File: src/rtl/lcd_char_controller_if.sv
// Host-side handshake between a character source and lcd_char_controller.
// The master drives bytes and requests; the slave reports busy and the cursor.
interface lcd_char_controller_if #(
    parameter int ROWS = 2,
    parameter int COLS = 16
);
    localparam int ROW_W = (ROWS > 1) ? $clog2(ROWS) : 1;
    localparam int COL_W = $clog2(COLS);

    logic [7:0]       char_in;
    logic             write;
    logic             clear;
    logic             busy;
    logic [ROW_W-1:0] cursor_row;
    logic [COL_W-1:0] cursor_col;

    modport master (
        output char_in, write, clear,
        input  busy, cursor_row, cursor_col
    );

    modport slave (
        input  char_in, write, clear,
        output busy, cursor_row, cursor_col
    );
endinterface

File: src/rtl/lcd_char_controller.sv
// HD44780-class character LCD controller: clock-derived timing, 8/4-bit bus, 1/2/4 rows.
// Optional macro LCD_AUTO_WRAP_EN re-addresses the panel after a column wrap.
module lcd_char_controller #(
    parameter int CLK_HZ    = 50_000_000,
    parameter int BUS_WIDTH = 8,
    parameter int ROWS      = 2,
    parameter int COLS      = 16
) (
    input  logic                 clk,
    input  logic                 reset,
    lcd_char_controller_if.slave host,
    output logic [BUS_WIDTH-1:0] lcd_data,
    output logic                 lcd_rs,
    output logic                 lcd_rw,
    output logic                 lcd_e
);
    localparam int ROW_W = (ROWS > 1) ? $clog2(ROWS) : 1;
    localparam int COL_W = $clog2(COLS);

    function automatic int ns_to_cycles(input longint t_ns);
        longint c;
        c = (t_ns * longint'(CLK_HZ) + 64'd999_999_999) / 64'd1_000_000_000;
        return (c < 64'd1) ? 1 : int'(c);
    endfunction

    localparam int T_PWR = ns_to_cycles(64'd40_000_000);
    localparam int T_CLR = ns_to_cycles(64'd1_530_000);
    localparam int T_CMD = ns_to_cycles(64'd39_000);
    localparam int T_CYC = ns_to_cycles(64'd1_200);
    localparam int T_E   = ns_to_cycles(64'd140);
    localparam int CNT_W = $clog2(T_PWR + 1) + 1;

    localparam logic [CNT_W-1:0] PWR_LAST = CNT_W'(T_PWR);
    localparam logic [CNT_W-1:0] CLR_LAST = CNT_W'(T_CLR - 1);
    localparam logic [CNT_W-1:0] CMD_LAST = CNT_W'(T_CMD - 1);
    localparam logic [CNT_W-1:0] CYC_LAST = CNT_W'(T_CYC - 1);
    localparam logic [CNT_W-1:0] E_LEN    = CNT_W'(T_E);
    localparam logic [ROW_W-1:0] ROW_LAST = ROW_W'(ROWS - 1);
    localparam logic [COL_W-1:0] COL_LAST = COL_W'(COLS - 1);
    localparam logic             BUS8     = (BUS_WIDTH == 8);
    localparam logic [7:0] FUNC_CMD = {3'b001, BUS8, (ROWS > 1), 3'b000};

    typedef enum logic [2:0] {
        S_PWR_WAIT,
        S_SEND,
        S_WAIT,
        S_IDLE
`ifdef LCD_AUTO_WRAP_EN
        , S_ADDR
`endif
    } state_t;

    typedef enum logic [2:0] {
        OP_NIB, OP_FUNC, OP_DISP, OP_CLR, OP_ENTRY, OP_RUN, OP_ADDR
    } op_t;

    state_t           state_reg, state_next;
    op_t              op_reg, op_next;
    logic [7:0]       byte_reg, byte_next;
    logic             rs_reg, rs_next;
    logic             half_reg, half_next;
    logic             single_reg, single_next;
    logic [CNT_W-1:0] cnt_reg, cnt_next;
    logic [ROW_W-1:0] row_reg, row_next;
    logic [COL_W-1:0] col_reg, col_next;

    logic             launch;
    op_t              launch_op;
    logic [7:0]       launch_byte;
    logic             launch_rs;
    logic             launch_single;
    logic [CNT_W-1:0] wait_last;
    logic             in_send;
    logic [7:0]       bus_byte;

    genvar gi;

`ifdef LCD_AUTO_WRAP_EN
    localparam logic [27:0] ROW_BASE = {7'h54, 7'h14, 7'h40, 7'h00};
    logic [6:0] row_base [4];
    for (gi = 0; gi < 4; gi++) begin : g_row_base
        assign row_base[gi] = ROW_BASE[gi*7 +: 7];
    end
`endif

    // Clear/home need the long execution time; everything else uses T_CMD.
    assign wait_last = (!rs_reg && (byte_reg == 8'h01 || byte_reg == 8'h02)) ? CLR_LAST : CMD_LAST;

    always_comb begin
        state_next    = state_reg;
        op_next       = op_reg;
        byte_next     = byte_reg;
        rs_next       = rs_reg;
        half_next     = half_reg;
        single_next   = single_reg;
        cnt_next      = cnt_reg + 1'b1;
        row_next      = row_reg;
        col_next      = col_reg;
        launch        = 1'b0;
        launch_op     = OP_RUN;
        launch_byte   = 8'h00;
        launch_rs     = 1'b0;
        launch_single = BUS8;

        case (state_reg)
            S_PWR_WAIT: begin
                if (cnt_reg == PWR_LAST) begin
                    launch = 1'b1;
                    if (BUS8) begin
                        launch_op   = OP_FUNC;
                        launch_byte = FUNC_CMD;
                    end else begin
                        launch_op     = OP_NIB;
                        launch_byte   = 8'h20;
                        launch_single = 1'b1;
                    end
                end
            end
            S_SEND: begin
                // The execution wait keeps counting from the last E rise.
                if (cnt_reg == CYC_LAST) begin
                    if (!single_reg && !half_reg) begin
                        half_next = 1'b1;
                        cnt_next  = '0;
                    end else begin
                        state_next = S_WAIT;
                    end
                end
            end
            S_WAIT: begin
                if (cnt_reg == wait_last) begin
                    case (op_reg)
                        OP_NIB:  begin launch = 1'b1; launch_op = OP_FUNC;  launch_byte = FUNC_CMD; end
                        OP_FUNC: begin launch = 1'b1; launch_op = OP_DISP;  launch_byte = 8'h0C; end
                        OP_DISP: begin launch = 1'b1; launch_op = OP_CLR;   launch_byte = 8'h01; end
                        OP_CLR:  begin launch = 1'b1; launch_op = OP_ENTRY; launch_byte = 8'h06; end
                        default: begin
                            state_next = S_IDLE;
`ifdef LCD_AUTO_WRAP_EN
                            // A data write leaving col 0 behind it has just wrapped.
                            if (op_reg == OP_RUN && rs_reg && col_reg == '0)
                                state_next = S_ADDR;
`endif
                        end
                    endcase
                end
            end
`ifdef LCD_AUTO_WRAP_EN
            S_ADDR: begin
                launch      = 1'b1;
                launch_op   = OP_ADDR;
                launch_byte = {1'b1, row_base[2'(row_reg)]};
            end
`endif
            S_IDLE: begin
                cnt_next = cnt_reg;
                if (host.clear) begin
                    launch      = 1'b1;
                    launch_byte = 8'h01;
                    row_next    = '0;
                    col_next    = '0;
                end else if (host.write) begin
                    launch      = 1'b1;
                    launch_byte = host.char_in;
                    launch_rs   = 1'b1;
                    if (col_reg == COL_LAST) begin
                        col_next = '0;
                        row_next = (row_reg == ROW_LAST) ? '0 : row_reg + 1'b1;
                    end else begin
                        col_next = col_reg + 1'b1;
                    end
                end
            end
            default: state_next = S_PWR_WAIT;
        endcase

        if (launch) begin
            state_next  = S_SEND;
            op_next     = launch_op;
            byte_next   = launch_byte;
            rs_next     = launch_rs;
            single_next = launch_single;
            half_next   = 1'b0;
            cnt_next    = '0;
        end
    end

    always_ff @(posedge clk) begin
        if (reset) begin
            state_reg  <= S_PWR_WAIT;
            op_reg     <= OP_FUNC;
            byte_reg   <= 8'h00;
            rs_reg     <= 1'b0;
            half_reg   <= 1'b0;
            single_reg <= 1'b1;
            cnt_reg    <= '0;
            row_reg    <= '0;
            col_reg    <= '0;
        end else begin
            state_reg  <= state_next;
            op_reg     <= op_next;
            byte_reg   <= byte_next;
            rs_reg     <= rs_next;
            half_reg   <= half_next;
            single_reg <= single_next;
            cnt_reg    <= cnt_next;
            row_reg    <= row_next;
            col_reg    <= col_next;
        end
    end

    assign in_send  = (state_reg == S_SEND);
    assign bus_byte = (!BUS8 && !half_reg) ? {4'h0, byte_reg[7:4]} : byte_reg;

    for (gi = 0; gi < BUS_WIDTH; gi++) begin : g_data
        assign lcd_data[gi] = in_send & bus_byte[gi];
    end

    assign lcd_e           = in_send && (cnt_reg < E_LEN);
    assign lcd_rs          = in_send && rs_reg;
    assign lcd_rw          = 1'b0;
    assign host.busy       = (state_reg != S_IDLE);
    assign host.cursor_row = row_reg;
    assign host.cursor_col = col_reg;
endmodule

File: src/flat_wrapper.sv
// flat-port wrapper written by rule: the top's interface ports become plain ports
module lcd_char_controller_flat 
#(
    parameter int CLK_HZ    = 50_000_000,
    parameter int BUS_WIDTH = 8,
    parameter int ROWS      = 2,
    parameter int COLS      = 16
)
  (clk, reset, lcd_data, lcd_rs, lcd_rw, lcd_e, host_char_in, host_write, host_clear, host_busy, host_cursor_row, host_cursor_col);
  lcd_char_controller_if #(.ROWS(ROWS), .COLS(COLS)) host_i ();
  input  logic clk;
  input  logic reset;
  output logic [BUS_WIDTH-1:0] lcd_data;
  output logic lcd_rs;
  output logic lcd_rw;
  output logic lcd_e;
  input wire logic [$bits(host_i.char_in)-1:0] host_char_in;
  input wire logic [$bits(host_i.write)-1:0] host_write;
  input wire logic [$bits(host_i.clear)-1:0] host_clear;
  output wire logic [$bits(host_i.busy)-1:0] host_busy;
  output wire logic [$bits(host_i.cursor_row)-1:0] host_cursor_row;
  output wire logic [$bits(host_i.cursor_col)-1:0] host_cursor_col;
  assign host_i.char_in = host_char_in;
  assign host_i.write = host_write;
  assign host_i.clear = host_clear;
  assign host_busy = host_i.busy;
  assign host_cursor_row = host_i.cursor_row;
  assign host_cursor_col = host_i.cursor_col;
  lcd_char_controller #(.CLK_HZ(CLK_HZ), .BUS_WIDTH(BUS_WIDTH), .ROWS(ROWS), .COLS(COLS)) u_core (.clk(clk), .reset(reset), .host(host_i), .lcd_data(lcd_data), .lcd_rs(lcd_rs), .lcd_rw(lcd_rw), .lcd_e(lcd_e));
endmodule
File: config.mk
export PLATFORM = sky130hd
export DESIGN_NAME = lcd_char_controller_flat
export DESIGN_NICKNAME = d
export VERILOG_FILES = /design/src/rtl/lcd_char_controller_if.sv /design/src/rtl/lcd_char_controller.sv /design/src/flat_wrapper.sv
export SDC_FILE = /design/constraint.sdc
export NUM_CORES = 1
export LEC_CHECK = 0
export ABC_AREA = 1
export BUFFER_PORTS_ARGS = -buffer_cell sky130_fd_sc_hd__buf_2
export CORE_MARGIN = 8
export CORE_UTILIZATION = 25
export CTS_BUF_LIST = sky130_fd_sc_hd__clkbuf_16
export CTS_CLUSTER_SIZE = 16
export DETAILED_ROUTE_END_ITERATION = 10
export HOLD_SLACK_MARGIN = 0.03
export PLACE_DENSITY = 0.5
export SLEW_MARGIN = 0
export SYNTH_ARGS = -nofsm -noshare
export SYNTH_HDL_FRONTEND = slang
export SYNTH_SLANG_ARGS = --single-unit
File: constraint.sdc
create_clock -name clk -period 2.2 [get_ports clk]
set_clock_uncertainty 0.05 [all_clocks]
set_input_delay 0.66 -clock clk [delete_from_list [all_inputs] [get_ports clk]]
set_output_delay 0.66 -clock clk [all_outputs]
set_load 0.005 [all_outputs]
==> impl_metrics.env <==
export IMPL_outcome="complete, no violations"
export IMPL_ys_seq_area_share_pct=33.4
export IMPL_cts_root_buf="clkbuf_16"
export IMPL_setup_ws_ns=0.0407
export IMPL_port_buffers=27
export IMPL_report_final_hold_viol_count=0
export IMPL_clk_insertion_delay_late_ns=0.28
export IMPL_slowest_stage="dfxtp_4"
export IMPL_fin_crit_ns=2.16
export IMPL_grt_first_pass_wirelength_um=10800
export IMPL_synthesis_area_per_instance_um2=6.55
export IMPL_diodes=0
export IMPL_io_pins=29
export IMPL_total_power_mw=2.08
export IMPL_layout_cells_most_common_list="nand2_1, nor2_1, inv_1"
export IMPL_drcViolationCount=0
export IMPL_cts_htree_levels=2
export IMPL_drt_total_wl_um=6430
export IMPL_cts_sinks=41
export IMPL_endpoint_kind="primary output"
export IMPL_rsz0062_at_grt="true"
export IMPL_drtIter0Drc=120
export IMPL_firstDrtPassIters=4
export IMPL_numCtsBuffers=5
export IMPL_fin_setup_tns_ns=0
export IMPL_syn_area_um2=2460
export IMPL_clk_pin_slew_ns=0.06
export IMPL_cp_start_kind="register"
export IMPL_path_max_fanout=4
export IMPL_yosysWarningCount=0
export IMPL_die_h_um=115
export IMPL_post_route_period_util_pct=98.2
export IMPL_largest_reg_flops=22
export IMPL_reg2reg_from="u_core.state_reg[1]"
export IMPL_grt_overflow_total=0
export IMPL_grt_antenna_before_repair=0
export IMPL_track_usage_pct=10.1
export IMPL_synthesis_instances=376
export IMPL_cts_tree="done"
export IMPL_start_util_pct=25.4
export IMPL_whs_ns=0.415
export IMPL_startpoint="u_core.cnt_reg[1]"
export IMPL_dp_hpwl_um=4970
export IMPL_die_area_um2=13300
export IMPL_nets=435
export IMPL_power_density_nw_per_um2=689
export IMPL_clockBufferDepth=2
export IMPL_vias=2373
export IMPL_hold_class="reg -> reg"
export IMPL_pre_cts_slack_ns=0.135
export IMPL_ant_nets=0
export IMPL_drive_above_1_share_pct=18.6
export IMPL_crit_type="reg -> out"
export IMPL_place_congestion=0.847
export IMPL_setup_violations=0
export IMPL_coreArea_um2=9680
export IMPL_syn2layout_area_growth_pct=22.6
export IMPL_wl_per_cell_um=11.7
export IMPL_p_leak_nw=1.37
export IMPL_crit_required_ns=1.49
export IMPL_grt_max_degree=26
export IMPL_row_count=36
export IMPL_worstHoldStart="u_core.host.cursor_row"
export IMPL_synth_seq_cells=41
export IMPL_max_stage_delay_ns=0.36
export IMPL_synth_top_cell_area_share_pct=33.4
export IMPL_ir_drop_uv=357
export IMPL_cap_violations=0
export IMPL_layout_commonest_cell="nand2_1"
export IMPL_synth_nets=396
export IMPL_grt_pass1_vias=2269
export IMPL_slew_violations=0
export IMPL_synth_area_leaders="dfxtp_1, nand2_1, nor2_1"
export IMPL_clock_fmax_mhz=463
export IMPL_critPathArrivalTime_ns=1.45
export IMPL_synth_cell_types=30
export IMPL_vias_per_cell=4.33
export IMPL_yosysTopAreaCell="dfxtp_1"
export IMPL_fp_dieW_um=115
export IMPL_crit_path_cell_trace="ha_4 > a2111oi_4 > and3_1 > buf_2"
[power breakdown]
group | switching (mW) | internal, mW
logic | 0.265 | 0.184
clock network | 0.291 | 0.527
registers | 0.0341 | 0.780
total | 0.590 | 1.49
[synth_stat cells]
cell / number
a21boi_0: 1
nor3_1: 10
and3_1: 2
nand4_2: 2
o21ai_0: 11
nor2_2: 2
buf_6: 4
nand2_1: 90
a21oi_1: 12
o21ai_1: 2
xnor2_1: 1
nand3_2: 1
nor3_2: 3
buf_1: 1
ha_1: 8
nand3_1: 32
conb_1: 1
clkbuf_1: 1
nand4_1: 10
a2111oi_0: 1
nand2_4: 1
nor2_1: 60
buf_4: 2
nor2_4: 1
inv_2: 2
nand2_2: 2
dfxtp_1: 41
nor4_1: 2
xor2_1: 15
inv_1: 55
[critical path, delay by kind of cell (launching register included)]
family / cells / cell delay [ns]
DFF: 1 / 0.36
adders and majority gates: 1 / 0.17
AOI/OAI and AO/OA: 1 / 0.32
and+or+nand+nor: 1 / 0.20
buffers and inverters: 1 / 0.12
[final timing paths]
kind,cells after the start,slack [ns],end
setup / recovery,4,0.04,lcd_e
setup reg to reg,12,0.22,u_core.bus_byte[7]
hold / removal,2,0.42,u_core.host.cursor_row
hold reg to reg,2,0.42,u_core.host.cursor_row
[metrics by stage]
stage	util (%)	instances	area (µm²)
finish	31.2	548	3020
global route	31.2	548	3020
CTS	30.6	546	2960
detailed placement	28.4	536	2760
global placement	28.4	536	2760
floorplan	-	376	2460
[routing by layer]
metal  global-route usage [%]  up-vias  share of wire (%)
li1                         -     1255                  -
met4                     4.99        0                2.1
met3                     1.84        7                2.5
met5                        0        -                  0
met1                     13.1     1088                 50
met2                     15.8       23                 46
[logic make-up (layout without fill, tap and decap cells)]
group / count (synthesis) / after routing / share of synthesized area, %
AO/OA/AOI/OAI: 27 / 27 / 5.74
other: 1 / 1 / 0.152
flip-flops: 41 / 41 / 33.4
adder cells (fa/ha/maj): 8 / 8 / 4.07
XOR/XNOR: 16 / 16 / 5.69
buffers and inverters: 65 / 104 / 11.4
AND/OR/NAND/NOR: 218 / 218 / 39.6
[timing repair]
item	in CTS	in global routing
pin swaps	1	4
hold buffers	0	0
gates resized for setup	9	12
gates cloned	0	0
endpoints found under the setup margin	1	2
buffers inserted	3	2
[cell type report]
class | instances | area, µm²
Sequential cell | 41 | 832
Tap cell | 133 | 166
Clock buffer | 5 | 125
Fill cell | 1084 | 6670
Inverter | 57 | 214
Timing Repair Buffer | 40 | 233
Clock inverter | 2 | 35.0
Multi-Input combinational cell | 270 | 1410
Note: power is estimated with default switching activity, not from simulation.
